[src/rtl/bcd_subtractor_serial_if.sv]
// Handshake and operand/result bundle for bcd_subtractor_serial.
//   start  : request (master -> slave), sampled only while the slave is idle
//   A, B   : packed BCD minuend / subtrahend, digit 0 in bits [3:0]
//   b0     : borrow in
//   busy   : slave is processing digits
//   done   : one-cycle pulse, D/borrow/error valid
//   D      : packed BCD difference (ten's complement when borrow=1)
//   borrow : borrow out of the most significant digit
//   error  : an operand digit was greater than 9
interface bcd_subtractor_serial_if #(
  parameter int DIGITS = 2
);
  logic                  start;
  logic [4*DIGITS-1:0]   A;
  logic [4*DIGITS-1:0]   B;
  logic                  b0;
  logic                  busy;
  logic                  done;
  logic [4*DIGITS-1:0]   D;
  logic                  borrow;
  logic                  error;

  modport master (
    output start, A, B, b0,
    input  busy, done, D, borrow, error
  );

  modport slave (
    input  start, A, B, b0,
    output busy, done, D, borrow, error
  );
endinterface

[src/rtl/bcd_subtractor_serial.sv]
// Digit-serial BCD subtractor: D = A - B - b0, one digit per clock, LSD first.
// Ports:
//   clk   : rising-edge clock
//   rst_n : synchronous active-low reset, aborts any operation in progress
//   bus   : bcd_subtractor_serial_if slave modport (start/A/B/b0 in,
//           busy/done/D/borrow/error out)
//
// state | meaning
// ------+-------------------------------------------------------------
// IDLE  | waiting for start; operands latched on the accepting edge
// RUN   | one digit per cycle, borrow rippling through br_q
// DONE  | done pulse; D/borrow/error freshly updated; back to IDLE
module bcd_subtractor_serial #(
  parameter int DIGITS = 2
) (
  input  logic                    clk,
  input  logic                    rst_n,
  bcd_subtractor_serial_if.slave  bus
);

  localparam int W  = 4 * DIGITS;
  localparam int CW = (DIGITS > 1) ? $clog2(DIGITS) : 1;

  typedef enum logic [1:0] {
    IDLE = 2'd0,
    RUN  = 2'd1,
    DONE = 2'd2
  } state_t;

  state_t          state_q, state_d;
  logic [CW-1:0]   cnt_q, cnt_d;
  logic [W-1:0]    a_q, a_d;
  logic [W-1:0]    b_q, b_d;
  logic            br_q, br_d;
  logic [W-1:0]    res_q, res_d;
  logic [W-1:0]    dout_q, dout_d;
  logic            borrow_q, borrow_d;
  logic            error_q, error_d;

  logic            operand_bad;
  logic signed [5:0] t;
  logic signed [5:0] t_adj;
  logic [3:0]      digit;
  logic [W-1:0]    res_shift;

  always_comb begin
    operand_bad = 1'b0;
    for (int i = 0; i < DIGITS; i++) begin
      if (bus.A[4*i +: 4] > 4'd9 || bus.B[4*i +: 4] > 4'd9) begin
        operand_bad = 1'b1;
      end
    end
  end

  // |t| <= 10, so 6-bit signed never overflows; a negative t is folded
  // back into 0..9 by adding 10 and produces the next borrow.
  always_comb begin
    t         = $signed({2'b00, a_q[3:0]}) - $signed({2'b00, b_q[3:0]})
                - $signed({5'b00000, br_q});
    t_adj     = t + 6'sd10;
    digit     = t[5] ? t_adj[3:0] : t[3:0];
    // New digit enters at the top so digit 0 ends up in bits [3:0].
    res_shift = (res_q >> 4) | (W'(digit) << (W - 4));
  end

  always_comb begin
    state_d  = state_q;
    cnt_d    = cnt_q;
    a_d      = a_q;
    b_d      = b_q;
    br_d     = br_q;
    res_d    = res_q;
    dout_d   = dout_q;
    borrow_d = borrow_q;
    error_d  = error_q;

    case (state_q)
      IDLE: begin
        if (bus.start) begin
          a_d   = bus.A;
          b_d   = bus.B;
          br_d  = bus.b0;
          cnt_d = '0;
          res_d = '0;
          if (operand_bad) begin
            state_d  = DONE;
            dout_d   = '0;
            borrow_d = 1'b0;
            error_d  = 1'b1;
          end else begin
            state_d = RUN;
          end
        end
      end
      RUN: begin
        a_d   = a_q >> 4;
        b_d   = b_q >> 4;
        br_d  = t[5];
        res_d = res_shift;
        cnt_d = cnt_q + CW'(1);
        if (cnt_q == CW'(DIGITS - 1)) begin
          state_d  = DONE;
          dout_d   = res_shift;
          borrow_d = t[5];
          error_d  = 1'b0;
        end
      end
      DONE: begin
        state_d = IDLE;
      end
      default: begin
        state_d = IDLE;
      end
    endcase
  end

  always_ff @(posedge clk) begin
    if (!rst_n) begin
      state_q  <= IDLE;
      cnt_q    <= '0;
      a_q      <= '0;
      b_q      <= '0;
      br_q     <= 1'b0;
      res_q    <= '0;
      dout_q   <= '0;
      borrow_q <= 1'b0;
      error_q  <= 1'b0;
    end else begin
      state_q  <= state_d;
      cnt_q    <= cnt_d;
      a_q      <= a_d;
      b_q      <= b_d;
      br_q     <= br_d;
      res_q    <= res_d;
      dout_q   <= dout_d;
      borrow_q <= borrow_d;
      error_q  <= error_d;
    end
  end

  assign bus.busy   = (state_q == RUN);
  assign bus.done   = (state_q == DONE);
  assign bus.D      = dout_q;
  assign bus.borrow = borrow_q;
  assign bus.error  = error_q;

endmodule
[src/flat_wrapper.sv]
// flat-port wrapper written by rule: the top's interface ports become plain ports
module bcd_subtractor_serial_flat 
#(
  parameter int DIGITS = 2
)
  (clk, rst_n, bus_start, bus_A, bus_B, bus_b0, bus_busy, bus_done, bus_D, bus_borrow, bus_error);
  bcd_subtractor_serial_if #(.DIGITS(DIGITS)) bus_i ();
  input  logic clk;
  input  logic rst_n;
  input wire logic [$bits(bus_i.start)-1:0] bus_start;
  input wire logic [$bits(bus_i.A)-1:0] bus_A;
  input wire logic [$bits(bus_i.B)-1:0] bus_B;
  input wire logic [$bits(bus_i.b0)-1:0] bus_b0;
  output wire logic [$bits(bus_i.busy)-1:0] bus_busy;
  output wire logic [$bits(bus_i.done)-1:0] bus_done;
  output wire logic [$bits(bus_i.D)-1:0] bus_D;
  output wire logic [$bits(bus_i.borrow)-1:0] bus_borrow;
  output wire logic [$bits(bus_i.error)-1:0] bus_error;
  assign bus_i.start = bus_start;
  assign bus_i.A = bus_A;
  assign bus_i.B = bus_B;
  assign bus_i.b0 = bus_b0;
  assign bus_busy = bus_i.busy;
  assign bus_done = bus_i.done;
  assign bus_D = bus_i.D;
  assign bus_borrow = bus_i.borrow;
  assign bus_error = bus_i.error;
  bcd_subtractor_serial #(.DIGITS(DIGITS)) u_core (.clk(clk), .rst_n(rst_n), .bus(bus_i));
endmodule
[config.mk]
export PLATFORM = sky130hd
export DESIGN_NAME = bcd_subtractor_serial_flat
export DESIGN_NICKNAME = d
export VERILOG_FILES = /design/src/rtl/bcd_subtractor_serial_if.sv /design/src/rtl/bcd_subtractor_serial.sv /design/src/flat_wrapper.sv
export SDC_FILE = /design/constraint.sdc
export NUM_CORES = 1
export LEC_CHECK = 0
export CAP_MARGIN = 40
export CORE_MARGIN = 3
export CORE_UTILIZATION = 50
export DETAILED_ROUTE_END_ITERATION = 12
export PLACE_DENSITY = 0.86
export SLEW_MARGIN = 25
export SYNTH_ARGS = -nofsm -noshare
export SYNTH_HDL_FRONTEND = slang
export SYNTH_SLANG_ARGS = --single-unit
[constraint.sdc]
create_clock -name clk -period 2.6 [get_ports clk]
set_clock_uncertainty 0.05 [all_clocks]
set_input_delay 0.52 -clock clk [delete_from_list [all_inputs] [get_ports clk]]
set_output_delay 0.52 -clock clk [all_outputs]
set_load 0.01 [all_outputs]
# Word level (Yosys, flattened, before mapping)
# Cells that the tools add are included.
[word_totals]
wordCells = 59
regBits = 38
[classes]
n_mux = 29
n_addsub = 4
eq_ne = 5
order_cmp = 4
n_reduce_logical = 7
bitwise_logic = 1
[ops]
columns = ["op", "n"]
rows = [
  ["$pmux 8 s2", 4],
  ["$mux 8", 6],
  ["$gt 4x4->1 const B", 4],
  ["$mux 1", 10],
  ["$or 4x8->8", 1],
  ["$pmux 1 s2", 4],
  ["$mux 2", 3],
  ["$sub 5x2->6", 1],
  ["$sub 4x4->5", 1],
  ["$add 4x4->4 const B", 1],
  ["$mux 4", 1],
  ["$ne 2x1->1 const B", 2],
  ["$pmux 2 s2", 1],
  ["$reduce_and 2->1", 2],
  ["$reduce_and 4->1", 1],
  ["$eq 2x1->1 const B", 1],
  ["$eq 2x2->1 const B", 1],
  ["$logic_not 2->1", 1],
  ["$logic_or 1x1->1", 2],
  ["$ne 2x2->1 const B", 1],
  ["$reduce_bool 2->1", 1],
  ["$add 1x1->1 const B", 1],
]

# Depth between registers and ports, before layout
# Gate-level depths: netlist of the first run.
[logic_depth]
depth_word = 7
mapped_depth = 12

# Least setup slack after synthesis of the first run
# Ideal clock, no wire load.
[synth_path]
path_type = "register to register"
from = "register u_core.a_q[0]"
to = "register u_core.dout_q[7], in the netlist u_core.bus.D[7]"
path_stages_with_launch = 12
setup_slack_ns = 0.257
n_path_buf = 0
setup_ns = 0.096
arrival_ns = 2.197
path_cell_list = "dfxtp_1 inv_1 ha_1 inv_1 fa_1 inv_1 ha_1 xnor2_1 ha_1 o21a_1 o31a_2 o41ai_2"
[synth_via]
elab_chain_len = 7
[synth_rtl]
columns = ["item", "line_no", "rtl"]
rows = [
  ["start, declared", "bcd_subtractor_serial.sv:32", "logic [W-1:0] a_q, a_d;"],
  ["start signal, assigned", "bcd_subtractor_serial.sv:121", "a_q <= '0;"],
  ["start signal, assigned", "bcd_subtractor_serial.sv:131", "a_q <= a_d;"],
  ["$sub 4x4->5 *", "bcd_subtractor_serial.sv:58", "t = $signed({2'b00, a_q[3:0]}) - $signed({2'b00, b_q[3:0]})"],
  ["$sub 5x2->6 *", "bcd_subtractor_serial.sv:59", "- $signed({5'b00000, br_q});"],
  ["$add 4x4->4", "bcd_subtractor_serial.sv:60", "t_adj = t + 6'sd10;"],
  ["$mux 4 *", "bcd_subtractor_serial.sv:61", "digit = t[5] ? t_adj[3:0] : t[3:0];"],
  ["$or 4x8->8 *", "bcd_subtractor_serial.sv:63", "res_shift = (res_q >> 4) | (W'(digit) << (W - 4));"],
  ["$mux 8 *", "bcd_subtractor_serial.sv:101", "if (cnt_q == CW'(DIGITS - 1)) begin"],
  ["$pmux 8 s2 *", "bcd_subtractor_serial.sv:77", "case (state_q)"],
  ["end signal, assigned", "bcd_subtractor_serial.sv:135", "dout_q <= dout_d;"],
  ["end, declared", "bcd_subtractor_serial.sv:36", "logic [W-1:0] dout_q, dout_d;"],
]
# Mark *: on every way between the ends. The rest lies on a longest branch, timed or not. The select of a mux whose other input is x is not followed.
# A chain may end at the register's enable or synchronous reset.

# Final worst setup path of the first run
# Ends and elaborated chain as after synthesis.

==> results.md, run 1 <==
* Detailed-routing iteration count for the pre-antenna-repair pass at 4
* Clock network fraction of total power at between 20 and 25%
* Startpoint type of the worst setup path: flip-flop
* Power Total at between 0.001 and 0.0015 W
* Number of max-slew violations in the final report at 0
* Worst path arrival time at 2.72 ns
* # DRC at 0
* Largest family of logic cells by synthesized area: compound AO/OA/AOI/OAI gates
* Height of the chip at between 60 and 70 um
* Depth of the worst register-to-register path at 11
* Number of nets in the layout at about 260
* Internal power consumption at between 0.0008 and 0.0009 W
* Routed wire length per instance at 13.9 um
* Startpoint of the worst hold path: u_core.bus.D[2]$_SDFFE_PN0P_
* Dominant register cell in the synthesized netlist: sky130_fd_sc_hd__dfxtp_1
* Post-Synthesis Net Count at ~220
* Worst Hold Path EP: u_core.bus.D[2]$_SDFFE_PN0P_
* Total setup violations reported at the end of the flow at 0
* Number of hold violations in the final report at 0
* Max-cap violations at 0
* Total grt overflow at 0
* Crit Path Category: flip-flop to flip-flop
* Vias per cell at between 5 and 6
* Shortest period the worst path allows at between 2 and 3 ns
* HPWL after detailed placement at around 2.6 mm
* Routability cong. at ~0.77
* Final setup slack of the worst path at 0.0675 ns
* TritonCTS Buffers at 5
* Leakage at roughly 0.80 nW
* Portion of the clock cycle consumed by the worst path in the final layout at between 90 and 100%
* Area share of the leading cell type in the synthesized netlist at 42.2%
* Number of antenna violations at the first check in global routing at 0
* Largest area contributor in the netlist: sky130_fd_sc_hd__dfxtp_1
* NetSw at about 0.00038 W
* Pre-CTS WS at just under 0.07 ns
* Worst-margin pin slew at around 0.67 ns
* DIE AREA at between 3000 and 4000 um^2
* Simple-gate share of the synthesized area at a little over a fifth
* Placement row count at 19
* Combinational Power Share at between 20% and 30%
* Detail Route Antenna Nets at 0
* EDFF count, synth at 0
* Class of the most critical hold timing path: flip-flop to flip-flop
* Num ports at 32
* Capturing element type of the critical path: flip-flop
* Initial cell density of the core at 55.6%
* Fraction of synthesized cell area in xor and xnor cells at roughly 1.6%
* Fraction of final layout cells sized beyond drive strength 1 at 13.7%
* Iter 0 DRT Violations at 60
* Count of port buffers added during placement at 31
* Netlist area before placement at around 1600 um^2
* RR Startpoint: u_core.a_q[0]$_SDFFE_PN0P_
* Buffer depth of the longest clock path at 2
* Flops & latches, synth at 34
* Run status: finished clean
* Count of antenna diodes in the layout at 0
* Relative contribution of sequential cells to total power at around 48%
* Proportion of synthesized area in mux cells at 1.55%
* Normalized max-slew margin at around 55%
* Synth top area cells: sky130_fd_sc_hd__dfxtp_1 (42%), sky130_fd_sc_hd__nand2_1 (6.7%), sky130_fd_sc_hd__nor2_1 (6.7%)
* CP Data Required Time at between 2 and 3 ns
* Sequential-to-total area share from yosys stat at approximately 42%
* CTS clock-pin slew for the worst setup and hold paths at roughly 0.10 ns
* TritonCTS clock tree: built
* Detailed-route via count at 1,441
* Routed WL at around 3.7 mm
* Root Buffer Master: sky130_fd_sc_hd__clkbuf_4
* Max IR drop VDD at around 370 uV
* Maximum number of pins on one net before global-route repair at 27
* Via count of the first global-routing pass at 1,423
* Post-synthesis adder-cell area fraction at 6.67%
* Count of fill cells added during filler insertion at between 200 and 250
* Core Box Area at around 2900 um^2
* Register-to-register path setup slack at 0.07 ns
* Power per cell area at slightly below 600 nW/um^2
* Worst-path fanout max at 3
* Count of clock tree sinks at 34
* Fmax achieved at around 390 MHz
* Number of standard cells after synthesis at roughly 190
* Synthesized-area fraction occupied by ao, oa, aoi and oai cells at between 20% and 30%
* First-pass GRT wire length at 6.30 mm
* Placed insts at around 260
* Synthesized area divided by synthesized cell count at about 8.3 um^2
* Share of flip-flops with an asynchronous set or reset after synthesis at 0%
* Worst-Skew Late Latency at about 0.33 ns
* X dimension of the die at about 63 um
* # H-tree levels at 2
* Non-filler cells, final at ~270
* TNS Setup at 0 ns
* Crit Reg-Reg Endpoint: u_core.bus.D[7]$_SDFFE_PN0P_
* Number of buffers inserted by hold repair at cts at 0
* Area grow syn2layout at 28.3%
* Switch share at a little under a third
* Number of cells on the worst hold path at 2
* Total GRT Usage at between 15 and 20%
* Yosys warnings at 0
* Count of different cell masters after synthesis at 37
[through the flow]
| stage | hold slack (ns) | utilization, % | area [um^2] |
|---|---|---|---|
| floorplan | 0.382 | - | 1610 |
| global placement | 0.392 | 67.7 | 1960 |
| detailed placement | 0.396 | 67.7 | 1960 |
| CTS | 0.408 | 69.4 | 2010 |
| global route | 0.439 | 71.4 | 2070 |
| finish | 0.407 | 71.4 | 2070 |
[worst max-delay path, cell delays in order, from the launching register on]
cell,delay (ns)
sky130_fd_sc_hd__dfxtp_2,0.34
sky130_fd_sc_hd__inv_1,0.06
sky130_fd_sc_hd__ha_1,0.13
sky130_fd_sc_hd__inv_1,0.06
sky130_fd_sc_hd__fa_1,0.51
sky130_fd_sc_hd__inv_2,0.06
sky130_fd_sc_hd__ha_4,0.16
sky130_fd_sc_hd__xnor2_2,0.16
sky130_fd_sc_hd__ha_4,0.20
sky130_fd_sc_hd__o21a_1,0.19
sky130_fd_sc_hd__o31a_2,0.32
sky130_fd_sc_hd__o41ai_2,0.19
[cell usage after synthesis, types with 2 or more instances]
master,number
sky130_fd_sc_hd__o21a_1,2
sky130_fd_sc_hd__a22oi_1,8
sky130_fd_sc_hd__ha_1,7
sky130_fd_sc_hd__nand3_1,7
sky130_fd_sc_hd__o21ai_0,8
sky130_fd_sc_hd__clkinv_1,2
sky130_fd_sc_hd__xnor2_1,2
sky130_fd_sc_hd__nor2b_1,5
sky130_fd_sc_hd__dfxtp_1,34
sky130_fd_sc_hd__buf_2,6
sky130_fd_sc_hd__a311oi_1,8
sky130_fd_sc_hd__nand2b_1,2
sky130_fd_sc_hd__o31a_2,2
sky130_fd_sc_hd__nand2_1,29
sky130_fd_sc_hd__a211oi_1,2
sky130_fd_sc_hd__a21oi_1,9
sky130_fd_sc_hd__nor2_1,29
sky130_fd_sc_hd__a21oi_2,2
sky130_fd_sc_hd__clkbuf_1,5
sky130_fd_sc_hd__inv_1,8
[cell type report]
cell class | count | area [um^2] | share of cell area, %
multi-input cells | 139 | 895 | 43.2
inverters | 10 | 37.5 | 1.81
well taps | 42 | 52.6 | 2.54
flip-flops and latches | 34 | 682 | 33.0
clock buffers | 5 | 37.5 | 1.81
repair buffers | 37 | 355 | 17.2
clock inverters | 2 | 10.0 | 0.484
[cells in the final DEF, fill, tap and decap left out, drive strengths merged, types with 2 or more instances in the layout]
cell type and count:
a211oi 2, a21boi 2, a21oi 11, a22oi 8
a311oi 8, buf 6, clkbuf 5, clkdlybuf4s50 31
clkinv 4, dfxtp 34, ha 7, inv 8
nand2 29, nand2b 2, nand3 7, nor2 29
nor2b 5, o21a 2, o21ai 9, o31a 2
xnor2 2
[worst max-delay path by stage]
stage                                    start                      endpoint  slack [ns]  depth (start not counted)
floorplan           u_core.a_q[0]$_SDFFE_PN0P_  u_core.bus.D[7]$_SDFFE_PN0P_        0.26                         11
global placement    u_core.b_q[0]$_SDFFE_PN0P_  u_core.res_q[7]$_SDFFE_PN0P_        0.20                         10
detailed placement  u_core.b_q[0]$_SDFFE_PN0P_  u_core.bus.D[7]$_SDFFE_PN0P_        0.07                         11
CTS                 u_core.a_q[0]$_SDFFE_PN0P_  u_core.bus.D[7]$_SDFFE_PN0P_        0.03                         12
global route        u_core.a_q[0]$_SDFFE_PN0P_  u_core.bus.D[7]$_SDFFE_PN0P_       -0.05                         11
finish              u_core.a_q[0]$_SDFFE_PN0P_  u_core.bus.D[7]$_SDFFE_PN0P_        0.07                         11
[kinds of logic after synthesis]
logic type               after synthesis
XOR/XNOR                               3
AND/OR/NAND/NOR                       78
buffers and inverters                 21
flip-flops                            34
AO/OA/AOI/OAI                         48
adder cells (fa/ha/maj)                8
multiplexers                           2
[power groups by stage]
stage	combinational, W	sequential, W	clock, W
finish	0.000355	0.000571	0.000267
floorplan	0.000209	0.000577	0
global placement	0.000284	0.000581	0
global route	0.000397	0.000575	0.000296
detailed placement	0.000292	0.000582	0
CTS	0.000294	0.000570	0.000269
[sequential cells by signal, indices dropped and copies added (netlist names)]
register	count
u_core.cnt_q	1
u_core.bus.D	8
u_core.res_q	4
u_core.state_q	2
u_core.br_q	1
u_core.bus.borrow	1
u_core.a_q	8
u_core.b_q	8
u_core.bus.error	1
[layer usage]
layer	share of wire (%)	wire length, um	vias to the layer above	global-route usage [%]
met1	44	1650	657	24.6
li1	-	-	735	-
met5	0	0	-	0
met3	5.5	205	8	5.58
met2	48	1800	41	32.6
met4	2.0	74	0	8.54
[what timing repair did]
item | 4_1_cts | 5_1_grt
gates resized for setup | 0 | 11
buffers inserted | 0 | 1
setup endpoints to repair | 0 | 2
No activity file was read; power rests on OpenSTA's default activity.
==> inputs of run 2 (changes only) <==
Settings changed: CAP_MARGIN 40 to 20.
==> results of run 2 <==
Final layout, timing and power as in run 1 (identical DEF).
